--- src/rtl/multicycle_control_fsm.sv ---
// -----------------------------------------------------------------------------
// multicycle_control_fsm
//
// Multi-cycle control sequencer for a MIPS datapath that supports R-type
// (add/sub/and/or/nor), addi, ori, beq and bne. Each instruction walks through
// FETCH -> DECODE -> EXEC_R/EXEC_I -> WB or FETCH -> DECODE -> BRANCH. Illegal
// opcodes park the sequencer in TRAP until reset.
//
// Ports
//   clk          in   rising-edge clock
//   rst          in   asynchronous, active-low reset
//   opcode[5:0]  in   Instr[31:26], sampled in DECODE
//   imem_ready   in   instruction memory data valid this cycle
//   run_en       in   1 = start the next instruction from FETCH
//   pc_write     out  unconditional PC load (PC <= PC+4)
//   pc_write_eq  out  conditional PC load when Zero=1 (beq)
//   pc_write_ne  out  conditional PC load when Zero=0 (bne)
//   pc_source    out  0 = ALU result, 1 = ALUOut (branch target)
//   ir_write     out  instruction register load
//   alu_src_a    out  0 = PC, 1 = ReadData1
//   alu_src_b    out  00 rs2, 01 const 4, 10 sext imm, 11 sext imm<<2
//   alu_op[2:0]  out  000 add, 001 sub, 100 addi, 101 ori, 111 R-type
//   reg_dst      out  0 = rt, 1 = rd
//   reg_write    out  register-file write enable
//   illegal_op   out  sticky trap flag
//   busy         out  low only while parked in FETCH
//
// Optional build macro PERF_COUNTERS_EN adds:
//   cycle_count[31:0]   counts clocks with busy=1 (frozen in TRAP)
//   instr_retired[31:0] counts exits from WB or BRANCH
// -----------------------------------------------------------------------------
module multicycle_control_fsm #(
  parameter int OP_WIDTH   = 6,
  parameter int STATE_BITS = 3
) (
  input  logic                clk,
  input  logic                rst,
  input  logic [OP_WIDTH-1:0] opcode,
  input  logic                imem_ready,
  input  logic                run_en,
  output logic                pc_write,
  output logic                pc_write_eq,
  output logic                pc_write_ne,
  output logic                pc_source,
  output logic                ir_write,
  output logic                alu_src_a,
  output logic [1:0]          alu_src_b,
  output logic [2:0]          alu_op,
  output logic                reg_dst,
  output logic                reg_write,
  output logic                illegal_op,
  output logic                busy
`ifdef PERF_COUNTERS_EN
  ,
  output logic [31:0]         cycle_count,
  output logic [31:0]         instr_retired
`endif
);

  typedef enum logic [STATE_BITS-1:0] {
    FETCH  = 3'd0,
    DECODE = 3'd1,
    EXEC_R = 3'd2,
    EXEC_I = 3'd3,
    WB     = 3'd4,
    BRANCH = 3'd5,
    TRAP   = 3'd6
  } state_e;

  typedef enum logic [2:0] {
    CLS_R    = 3'd0,
    CLS_ADDI = 3'd1,
    CLS_ORI  = 3'd2,
    CLS_BEQ  = 3'd3,
    CLS_BNE  = 3'd4
  } cls_e;

  localparam logic [OP_WIDTH-1:0] OP_RTYPE = OP_WIDTH'(6'b000000);
  localparam logic [OP_WIDTH-1:0] OP_ADDI  = OP_WIDTH'(6'b001000);
  localparam logic [OP_WIDTH-1:0] OP_ORI   = OP_WIDTH'(6'b001101);
  localparam logic [OP_WIDTH-1:0] OP_BEQ   = OP_WIDTH'(6'b000100);
  localparam logic [OP_WIDTH-1:0] OP_BNE   = OP_WIDTH'(6'b000101);

  state_e     state_q, state_d;
  cls_e       cls_q, cls_d;
  // Two-stage arming: both bits clear during reset, so FETCH cannot start an
  // instruction in the reset cycle or in the first full cycle after release.
  logic [1:0] arm_q, arm_d;
  logic       armed;

  assign armed = arm_q[1];
  assign arm_d = {arm_q[0], 1'b1};

  // NOTE: state flops use non-blocking assignments so every flop samples the
  // pre-edge value of its neighbours; blocking here would create order races.
  always_ff @(posedge clk or negedge rst) begin
    if (!rst) begin
      state_q <= FETCH;
      cls_q   <= CLS_R;
      arm_q   <= 2'b00;
    end else begin
      state_q <= state_d;
      cls_q   <= cls_d;
      arm_q   <= arm_d;
    end
  end

  // NOTE: every output and next-state signal gets a default before the case,
  // so no path leaves a value unassigned and no latch is inferred.
  always_comb begin
    state_d     = state_q;
    cls_d       = cls_q;
    pc_write    = 1'b0;
    pc_write_eq = 1'b0;
    pc_write_ne = 1'b0;
    pc_source   = 1'b0;
    ir_write    = 1'b0;
    alu_src_a   = 1'b0;
    alu_src_b   = 2'b00;
    alu_op      = 3'b000;
    reg_dst     = 1'b0;
    reg_write   = 1'b0;

    unique case (state_q)
      FETCH: begin
        // While not yet armed all muxes stay at their reset value of 0.
        if (armed) begin
          alu_src_b = 2'b01;
          if (run_en && imem_ready) begin
            pc_write = 1'b1;
            ir_write = 1'b1;
            state_d  = DECODE;
          end
        end
      end
      DECODE: begin
        // Branch target PC + (imm<<2) is precomputed into ALUOut here.
        alu_src_b = 2'b11;
        case (opcode)
          OP_RTYPE: begin cls_d = CLS_R;    state_d = EXEC_R; end
          OP_ADDI:  begin cls_d = CLS_ADDI; state_d = EXEC_I; end
          OP_ORI:   begin cls_d = CLS_ORI;  state_d = EXEC_I; end
          OP_BEQ:   begin cls_d = CLS_BEQ;  state_d = BRANCH; end
          OP_BNE:   begin cls_d = CLS_BNE;  state_d = BRANCH; end
          default:  state_d = TRAP;
        endcase
      end
      EXEC_R: begin
        alu_src_a = 1'b1;
        alu_op    = 3'b111;
        state_d   = WB;
      end
      EXEC_I: begin
        alu_src_a = 1'b1;
        alu_src_b = 2'b10;
        alu_op    = (cls_q == CLS_ORI) ? 3'b101 : 3'b100;
        state_d   = WB;
      end
      WB: begin
        // ALU controls repeat the EXEC values so ALUOut stays stable.
        reg_write = 1'b1;
        alu_src_a = 1'b1;
        if (cls_q == CLS_R) begin
          reg_dst = 1'b1;
          alu_op  = 3'b111;
        end else begin
          alu_src_b = 2'b10;
          alu_op    = (cls_q == CLS_ORI) ? 3'b101 : 3'b100;
        end
        state_d = FETCH;
      end
      BRANCH: begin
        alu_src_a   = 1'b1;
        alu_op      = 3'b001;
        pc_source   = 1'b1;
        pc_write_eq = (cls_q == CLS_BEQ);
        pc_write_ne = (cls_q == CLS_BNE);
        state_d     = FETCH;
      end
      TRAP: begin
        state_d = TRAP;
      end
      default: state_d = FETCH;
    endcase
  end

  assign illegal_op = (state_q == TRAP);
  assign busy       = (state_q != FETCH) || (run_en && armed);

`ifdef PERF_COUNTERS_EN
  logic [31:0] cycle_count_q, cycle_count_d;
  logic [31:0] instr_retired_q, instr_retired_d;

  always_comb begin
    cycle_count_d   = cycle_count_q;
    instr_retired_d = instr_retired_q;
    if (busy && (state_q != TRAP)) cycle_count_d = cycle_count_q + 32'd1;
    // WB and BRANCH always leave on the next edge, so being in them is an exit.
    if ((state_q == WB) || (state_q == BRANCH)) instr_retired_d = instr_retired_q + 32'd1;
  end

  always_ff @(posedge clk or negedge rst) begin
    if (!rst) begin
      cycle_count_q   <= 32'd0;
      instr_retired_q <= 32'd0;
    end else begin
      cycle_count_q   <= cycle_count_d;
      instr_retired_q <= instr_retired_d;
    end
  end

  assign cycle_count   = cycle_count_q;
  assign instr_retired = instr_retired_q;
`endif

endmodule

--- config.mk ---
export PLATFORM = sky130hd
export DESIGN_NAME = multicycle_control_fsm
export DESIGN_NICKNAME = d
export VERILOG_FILES = /design/src/rtl/multicycle_control_fsm.sv
export SDC_FILE = /design/constraint.sdc
export NUM_CORES = 1
export LEC_CHECK = 0
export CAP_MARGIN = 20
export CORE_UTILIZATION = 39
export CTS_BUF_LIST = sky130_fd_sc_hd__clkbuf_4 sky130_fd_sc_hd__clkbuf_8
export CTS_CLUSTER_SIZE = 16
export DETAILED_ROUTE_END_ITERATION = 10
export GPL_ROUTABILITY_DRIVEN = 0
export HOLD_SLACK_MARGIN = 0.12
export PLACE_DENSITY = 0.75
export SLEW_MARGIN = 10
export SYNTH_ARGS = -nofsm -noshare
export SYNTH_HDL_FRONTEND = slang
export SYNTH_SLANG_ARGS = --single-unit
--- constraint.sdc ---
create_clock -name clk -period 1.2 [get_ports clk]
set_input_delay 0.24 -clock clk [delete_from_list [all_inputs] [get_ports clk]]
set_output_delay 0.24 -clock clk [all_outputs]
set_load 0.1 [all_outputs]
==> results.json, run 1 <==
{
  "ys_seq_area_frac": 0.329,
  "worst-ep-kind": "primary output",
  "cts_root_buf": "clkbuf_4",
  "ys_top_cells_by_area": "dfrtp_1 (33%), nor3_1 (5.8%), nand2_1 (4.3%)",
  "yosys.area.top_type": "dfrtp_1",
  "clk_path_buf_depth": 2,
  "ys.flop_type": "dfrtp_1",
  "cts.sinks": 8,
  "synth.distinct_cells": 36,
  "synthCells": 74,
  "start_util": 0.440,
  "synth_edf_count": 0,
  "rows": 13,
  "grt_max_degree": 9,
  "synth_fp_nets": 84,
  "stop_error": "[ERROR DPL-0038] Utilization greater than 100%, impossible to legalize",
  "syn_area_per_cell_um2": 8.22,
  "die_y_um": 41.5,
  "lastStage": "global routing (5_1_grt)",
  "ys_seq_elements": 8,
  "htree_levels": 1,
  "yosysMostFrequentCell": "dfrtp_1",
  "yosys_warnings": 0,
  "ios": 25,
  "synth_common_cells": "dfrtp_1 (8), nand2_1 (7), nor3_1 (7)",
  "run_status": "stopped before the end",
  "cts-buffers-inserted": 3,
  "portBuffers": 24,
  "die_w_um": 41.5,
  "place_hpwl_um": 1690,
  "synth_top_area_frac": 0.329,
  "synthArstFlopShare": 1.00,
  "syn_area_um2": 608,
  "crit_endpoint": "pc_write_ne"
}
[cell families after synthesis]
group	synth area share
buffers and inverters	0.0988
other	0.00617
and+or+nand+nor	0.383
AOI/OAI and AO/OA	0.169
xor gates and xnor gates	0.0144
DFF	0.329
[what timing repair did]
action                     in CTS
setup buffers                   2
hold buffers                    0
gates resized for setup         9
setup endpoints to repair      21
pin swaps                       5
[through the flow]
step                      std cells  area (µm²)  hold slack [ps]  setup TNS (ps)  setup slack (ps)
after floorplan                  74         722            -55.6           -8110             -1030
after global placement          130        1250              338           -4920              -396
after detailed placement        130        1250              365           -5880              -471
after CTS                       136        1320              258           -9050              -632
==> run 2, diff against run 1 <==
==> config.mk (replaced) <==
export PLATFORM = sky130hd
export DESIGN_NAME = multicycle_control_fsm
export DESIGN_NICKNAME = d
export VERILOG_FILES = /design/src/rtl/multicycle_control_fsm.sv
export SDC_FILE = /design/constraint.sdc
export NUM_CORES = 1
export LEC_CHECK = 0
export CAP_MARGIN = 20
export CORE_AREA = 2 2 63 65
export DETAILED_ROUTE_END_ITERATION = 10
export DIE_AREA = 0 0 65 67
export GPL_ROUTABILITY_DRIVEN = 0
export PLACE_DENSITY_LB_ADDON = 0.15
export SLEW_MARGIN = 10
export SYNTH_ARGS = -nofsm -noshare
export SYNTH_HDL_FRONTEND = slang
export SYNTH_SLANG_ARGS = --single-unit
==> constraint.sdc (replaced) <==
create_clock -name clk -period 1.55 [get_ports clk]
set_input_delay 0.31 -clock clk [delete_from_list [all_inputs] [get_ports clk]]
set_output_delay 0.31 -clock clk [all_outputs]
set_load 0.1 [all_outputs]
==> run 2 against run 1 <==
Synthesized cell count is the same. The flow now finishes, with violations (setup timing). Synthesized area is the same.
==> results.json, run 2 <==
{
  "run_status": "complete, but fails checks",
  "violations": "setup timing",
  "yosysMostFrequentCell": "dfrtp_1",
  "r2r_end": "cls_q[1]$_DFFE_PN0P_",
  "synthCells": 74,
  "cts_root_buf": "clkbuf_8",
  "final_cell_mix": "buf_4 (20), buf_12 (15), clkdlybuf4s50_1 (9)",
  "synth_common_cells": "dfrtp_1 (8), nand2_1 (7), nor3_1 (7)",
  "cts.sinks": 8,
  "wire_per_inst_um": 10.6,
  "clk_path_buf_depth": 2,
  "wl_met3_um": 90,
  "whs_endpoint": "arm_q[1]$_DFF_PN0_",
  "start_util": 0.169,
  "place_hpwl_um": 1470,
  "crit_slowest_cell": "dfrtp_1",
  "die_area_um2": 4360,
  "final_common_cell": "buf_4",
  "grt_overflow_total": 0,
  "drtIter0Drc": 24,
  "finalWorstSetupSlack_ps": -246,
  "fillers": 358,
  "synth_fp_nets": 84,
  "coreArea_um2": 3610,
  "top_layer": "met4",
  "ys_seq_area_frac": 0.329,
  "routed_via_density": 4.27,
  "timing.final.crit_period_ps": 1800,
  "synth_top_area_frac": 0.329,
  "power.leakage_uw": 0.000611,
  "grt.total_usage": 0.0941,
  "synth.distinct_cells": 36,
  "arrival_ps": 1490,
  "reg2reg_from": "state_q[0]$_DFFE_PN0P_",
  "grt_pass1_vias": 696,
  "max_freq_mhz": 557,
  "top_regs": "cls_q (3), state_q (3), arm_q (2)",
  "drc": 0,
  "drive_gt1_frac": 0.628,
  "htree_levels": 1,
  "internal_power_uw": 724,
  "cp_data_required_time_ps": 1240,
  "power_density_nw_per_um2": 894,
  "cp_max_fo": 2,
  "cts_hold_buffers": 0,
  "ir_worst_vdd_v": 0.000272,
  "maxCapViolations": 0,
  "ant_nets": 0,
  "crit_path_max_incr_delay_ps": 360,
  "routed-via-count": 722,
  "hold_path.class": "register to register",
  "ios": 25,
  "nets": 133,
  "wl_met1_um": 789,
  "yosys_warnings": 0,
  "drt-total-wl_um": 1800,
  "cts_tree": "yes",
  "hp-start": "arm_q[0]$_DFF_PN0_",
  "tns_ps": -1960,
  "clk_latency_ps": 220,
  "firstDrtPassIters": 3,
  "worstPathCellList": "nand2b_4, or2_4, nor4b_4, buf_12",
  "syn_area_um2": 608,
  "ys_seq_elements": 8,
  "power.switching_uw": 566,
  "finalMaxSlewViolations": 0,
  "hold_ws_ps": 343,
  "synthArstFlopShare": 1.00,
  "rows": 22,
  "p_total_uw": 1290,
  "wl_met2_um": 888,
  "cts-buffers-inserted": 3,
  "skew_ps": 2.06,
  "clockPowerShare": 0.188,
  "cp-start-kind": "register",
  "holdPathStages": 0,
  "diodes": 0,
  "endpoint_kind": "output pin",
  "areaGrowthSynthToFinish_pct": 137,
  "ys_top_cells_by_area": "dfrtp_1 (33%), nor3_1 (5.8%), nand2_1 (4.3%)",
  "hold_viol": 0,
  "grt_pass1_wl_um": 3150,
  "syn_area_per_cell_um2": 8.22,
  "portBuffers": 24,
  "r2r.worst_path.cells": 5,
  "antenna_found_initial": 0,
  "ys.flop_type": "dfrtp_1",
  "synth_edf_count": 0,
  "crit_type": "register to output pin",
  "die_y_um": 67,
  "fin_crit_sh": 1.16,
  "seqPwrFrac": 0.185,
  "r2r_slack_ps": 50,
  "p_sw_frac": 0.439,
  "grt_setup_unrepaired": "true",
  "path_clk_slew_ps": 40,
  "setup_viol": 14,
  "die_w_um": 65,
  "yosys.area.top_type": "dfrtp_1",
  "pwr-share-comb": 0.627,
  "grt_max_degree": 9
}
-- run 2: cell counts after synthesis --
Identical to the previous run, type by type.
-- run 2: layer usage --
| metal | vias to the layer above | GRT usage |
|---|---|---|
| li1 | 360 | - |
| met1 | 342 | 0.117 |
| met2 | 18 | 0.156 |
| met3 | 2 | 0.0101 |
| met4 | 0 | 0.0559 |
| met5 | - | 0 |
-- run 2: logic make-up after synthesis --
family,count (synthesis),share of synthesized area
DFF,8,0.329
AOI/OAI and AO/OA,14,0.169
and+or+nand+nor,39,0.383
xor gates and xnor gates,1,0.0144
buffers and inverters,11,0.0988
other,1,0.00617
-- run 2: cell type report --
type | count | area (µm²) | share of cell area
Sequential cell | 8 | 201 | 0.140
Timing Repair Buffer | 50 | 608 | 0.421
Clock buffer | 3 | 41.3 | 0.0286
Tap cell | 48 | 60.1 | 0.0416
Multi-Input combinational cell | 55 | 510 | 0.354
Inverter | 5 | 22.5 | 0.0156
-- run 2: power by group through the flow --
stage | Clock [µW] | Sequential [µW] | Combinational (µW)
after floorplan | 0 | 234 | 446
after global placement | 0 | 238 | 743
after detailed placement | 0 | 238 | 747
after CTS | 248 | 238 | 805
after global routing | 257 | 241 | 844
final | 242 | 238 | 809
-- run 2: timing repair --
action / in CTS / in global routing
resized for setup: 19 / 9
pin swaps: 6 / 4
endpoints found under the setup margin: 15 / 17
buffers inserted: 2 / 0
-- run 2: per-stage QoR --
| step | util | instance area (µm²) | setup WS (ps) | instances |
|---|---|---|---|---|
| floorplan | - | 691 | -747 | 74 |
| detailed placement | 0.351 | 1270 | -136 | 164 |
| global route | 0.400 | 1440 | -319 | 169 |
| finish | 0.400 | 1440 | -246 | 169 |
| CTS | 0.389 | 1400 | -264 | 169 |
| global placement | 0.351 | 1270 | -131 | 164 |
-- run 2: worst max-delay path, delay by kind of cell, from the launching register on --
kind	cells	cell delay, ps
AND/OR/NAND/NOR	3	680
flip-flops	1	360
buffers and inverters	1	210
-- run 2: worst max-delay path by stage --
stage                            from                    to  slack [ps]  cells after the start
6_report       state_q[1]$_DFFE_PN0P_           pc_write_ne        -250                      4
5_1_grt        state_q[1]$_DFFE_PN0P_           pc_write_ne        -320                      4
3_5_place_dp                opcode[1]  cls_q[2]$_DFFE_PN0P_        -140                      4
2_1_floorplan  state_q[1]$_DFFE_PN0P_           pc_write_ne        -750                      4
4_1_cts        state_q[1]$_DFFE_PN0P_           pc_write_ne        -260                      4
3_3_place_gp                opcode[1]  cls_q[2]$_DFFE_PN0P_        -130                      4
Power figures use the tool's default switching activity.
==> run 3, diff against run 2 <==
--- a/config.mk
+++ b/config.mk
@@ -7,6 +7,7 @@
 export LEC_CHECK = 0
 export CAP_MARGIN = 20
 export CORE_AREA = 2 2 63 65
+export CTS_CLUSTER_SIZE = 40
 export DETAILED_ROUTE_END_ITERATION = 10
 export DIE_AREA = 0 0 65 67
 export GPL_ROUTABILITY_DRIVEN = 0
==> constraint.sdc (replaced) <==
create_clock -name clk -period 1.8 [get_ports clk]
set_input_delay 0.36 -clock clk [delete_from_list [all_inputs] [get_ports clk]]
set_output_delay 0.36 -clock clk [all_outputs]
set_load 0.1 [all_outputs]
==> run 3 against run 2 <==
The flow still finishes with violations (setup timing). Global-route usage decreased by 0.65 points. Combinational power decreased by 25%. Die area unchanged. Largest cell class unchanged.
==> results.json, run 3 (same netlist as run 2, synthesis figures left out) <==
{
  "run_status": "complete, but fails checks",
  "violations": "setup timing",
  "setup_viol": 1,
  "ir_worst_vdd_v": 0.000177,
  "grt_max_degree": 10,
  "final_cells": 151,
  "finalMaxSlewViolations": 0,
  "finalWorstSetupSlack_ps": -42.6,
  "cts_tree": "yes",
  "clk_path_buf_depth": 2,
  "grt_use_met2": 0.151,
  "arrival_ps": 1480,
  "hold_path.class": "register to register",
  "grt.total_usage": 0.0876,
  "cp-start-kind": "register",
  "cp_max_fo": 3,
  "portBuffers": 24,
  "final_util": 0.336,
  "grt_pass1_wl_um": 2880,
  "coreArea_um2": 3610,
  "power_density_nw_per_um2": 841,
  "tns_ps": -42.6,
  "wire_per_inst_um": 11.3,
  "timing.final.crit_period_ps": 1840,
  "drc": 0,
  "final-seq-area_um2": 200,
  "grt.busiest_layer": "met2",
  "crit_path_max_incr_delay_ps": 360,
  "rows": 22,
  "place_hpwl_um": 1450,
  "fillers": 369,
  "crit_type": "register to output pin",
  "top_regs": "cls_q (3), state_q (3), arm_q (2)",
  "grtUsageMet1": 0.0927,
  "ios": 25,
  "nets": 115,
  "die_y_um": 67,
  "worstPathCellList": "nand2b_4, or2_4, nor4b_4, buf_12",
  "routed_via_density": 4.26,
  "drive_gt1_frac": 0.447,
  "diodes": 0,
  "antenna_found_initial": 0,
  "cts-buffers-inserted": 3,
  "placed_area_um2": 1120,
  "drtIter0Drc": 16,
  "firstDrtPassIters": 4,
  "multi_input_area_um2": 435,
  "pwr-share-comb": 0.593,
  "grt_pass1_vias": 654,
  "cp_data_required_time_ps": 1440,
  "internal_power_uw": 561,
  "endpoint_kind": "output pin",
  "fin_crit_sh": 1.02,
  "cts_root_buf": "clkbuf_8",
  "crit_slowest_cell": "dfrtp_1",
  "ant_nets": 0,
  "cts_hold_buffers": 0,
  "die_w_um": 65,
  "drt-total-wl_um": 1710,
  "final_cell_mix": "buf_12 (15), clkdlybuf4s50_1 (9), dfrtp_1 (8)",
  "skew_ps": 0.580,
  "place_inst": 146,
  "clockPowerShare": 0.206,
  "grt_overflow_total": 0,
  "die_area_um2": 4360,
  "clk_latency_ps": 220,
  "areaGrowthSynthToFinish_pct": 99.0,
  "cts.sinks": 8,
  "max_freq_mhz": 543,
  "seqPwrFrac": 0.201,
  "power.leakage_uw": 0.000524,
  "maxCapViolations": 0,
  "hold_viol": 0,
  "p_sw_frac": 0.449,
  "final_common_cell": "buf_12",
  "final_cell_area_um2": 1210,
  "grt_util_met3": 0.0186,
  "start_util": 0.169,
  "routed-via-count": 643,
  "power.switching_uw": 457,
  "path_clk_slew_ps": 40,
  "grt_setup_unrepaired": "true",
  "htree_levels": 1
}
-- run 3: changes by cell type in the layout (fill, tap and decap cells not counted), sizes merged --
cell      change
buf          -18
clkinvlp      -1
inv           +1
-- run 3: repair_timing --
item | 4_1_cts | 5_1_grt
gates resized for setup | 6 | 2
pin swaps | 4 | 1
buffers inserted | 2 | 0
setup endpoints to repair | 7 | 7
-- run 3: area by class of cell --
class,instances,share of cell area
timing repair buffer,32,0.375
multi-input combinational,55,0.360
sequential,8,0.165
tap,48,0.0496
clock buffer,3,0.0341
inverter,5,0.0155
-- run 3: worst max-delay path, delay by kind of cell, from the launching register on --
kind                   cells  cell delay [ps]
buffers and inverters      1              210
and+or+nand+nor            3              680
DFF                        1              360
-- run 3: path summary, 6_finish.rpt --
| path | start | end | slack (ps) | cells after the start |
|---|---|---|---|---|
| max | state_q[1]$_DFFE_PN0P_ | pc_write_ne | -40 | 4 |
| min | arm_q[0]$_DFF_PN0_ | arm_q[1]$_DFF_PN0_ | 350 | 0 |
| max reg2reg | state_q[1]$_DFFE_PN0P_ | cls_q[0]$_DFFE_PN0P_ | 330 | 4 |
| min reg2reg | arm_q[0]$_DFF_PN0_ | arm_q[1]$_DFF_PN0_ | 350 | 0 |
| max in group asynchronous | rst | state_q[0]$_DFFE_PN0P_ | 1130 | 1 |
| min in group asynchronous | rst | arm_q[1]$_DFF_PN0_ | 410 | 1 |
-- run 3: stage by stage --
step	hold WS (ps)	total power (µW)	setup WS, ps
floorplan	64.4	576	-547
global placement	336	790	81.6
detailed placement	336	791	50.6
CTS	344	1030	-52.7
global route	351	1060	-101
finish	347	1020	-42.6
-- run 3: layer usage --
metal | up-vias | wire length (µm)
li1 | 324 | -
met1 | 298 | 675
met2 | 17 | 927
met4 | 0 | 40
met5 | - | 0
met3 | 4 | 68
-- run 3: power groups by stage --
stage | registers (µW) | logic, µW | clock network (µW)
3_5_place_dp | 206 | 585 | 0
5_1_grt | 207 | 628 | 228
3_3_place_gp | 207 | 584 | 0
6_report | 205 | 603 | 210
4_1_cts | 205 | 604 | 217
2_1_floorplan | 201 | 375 | 0
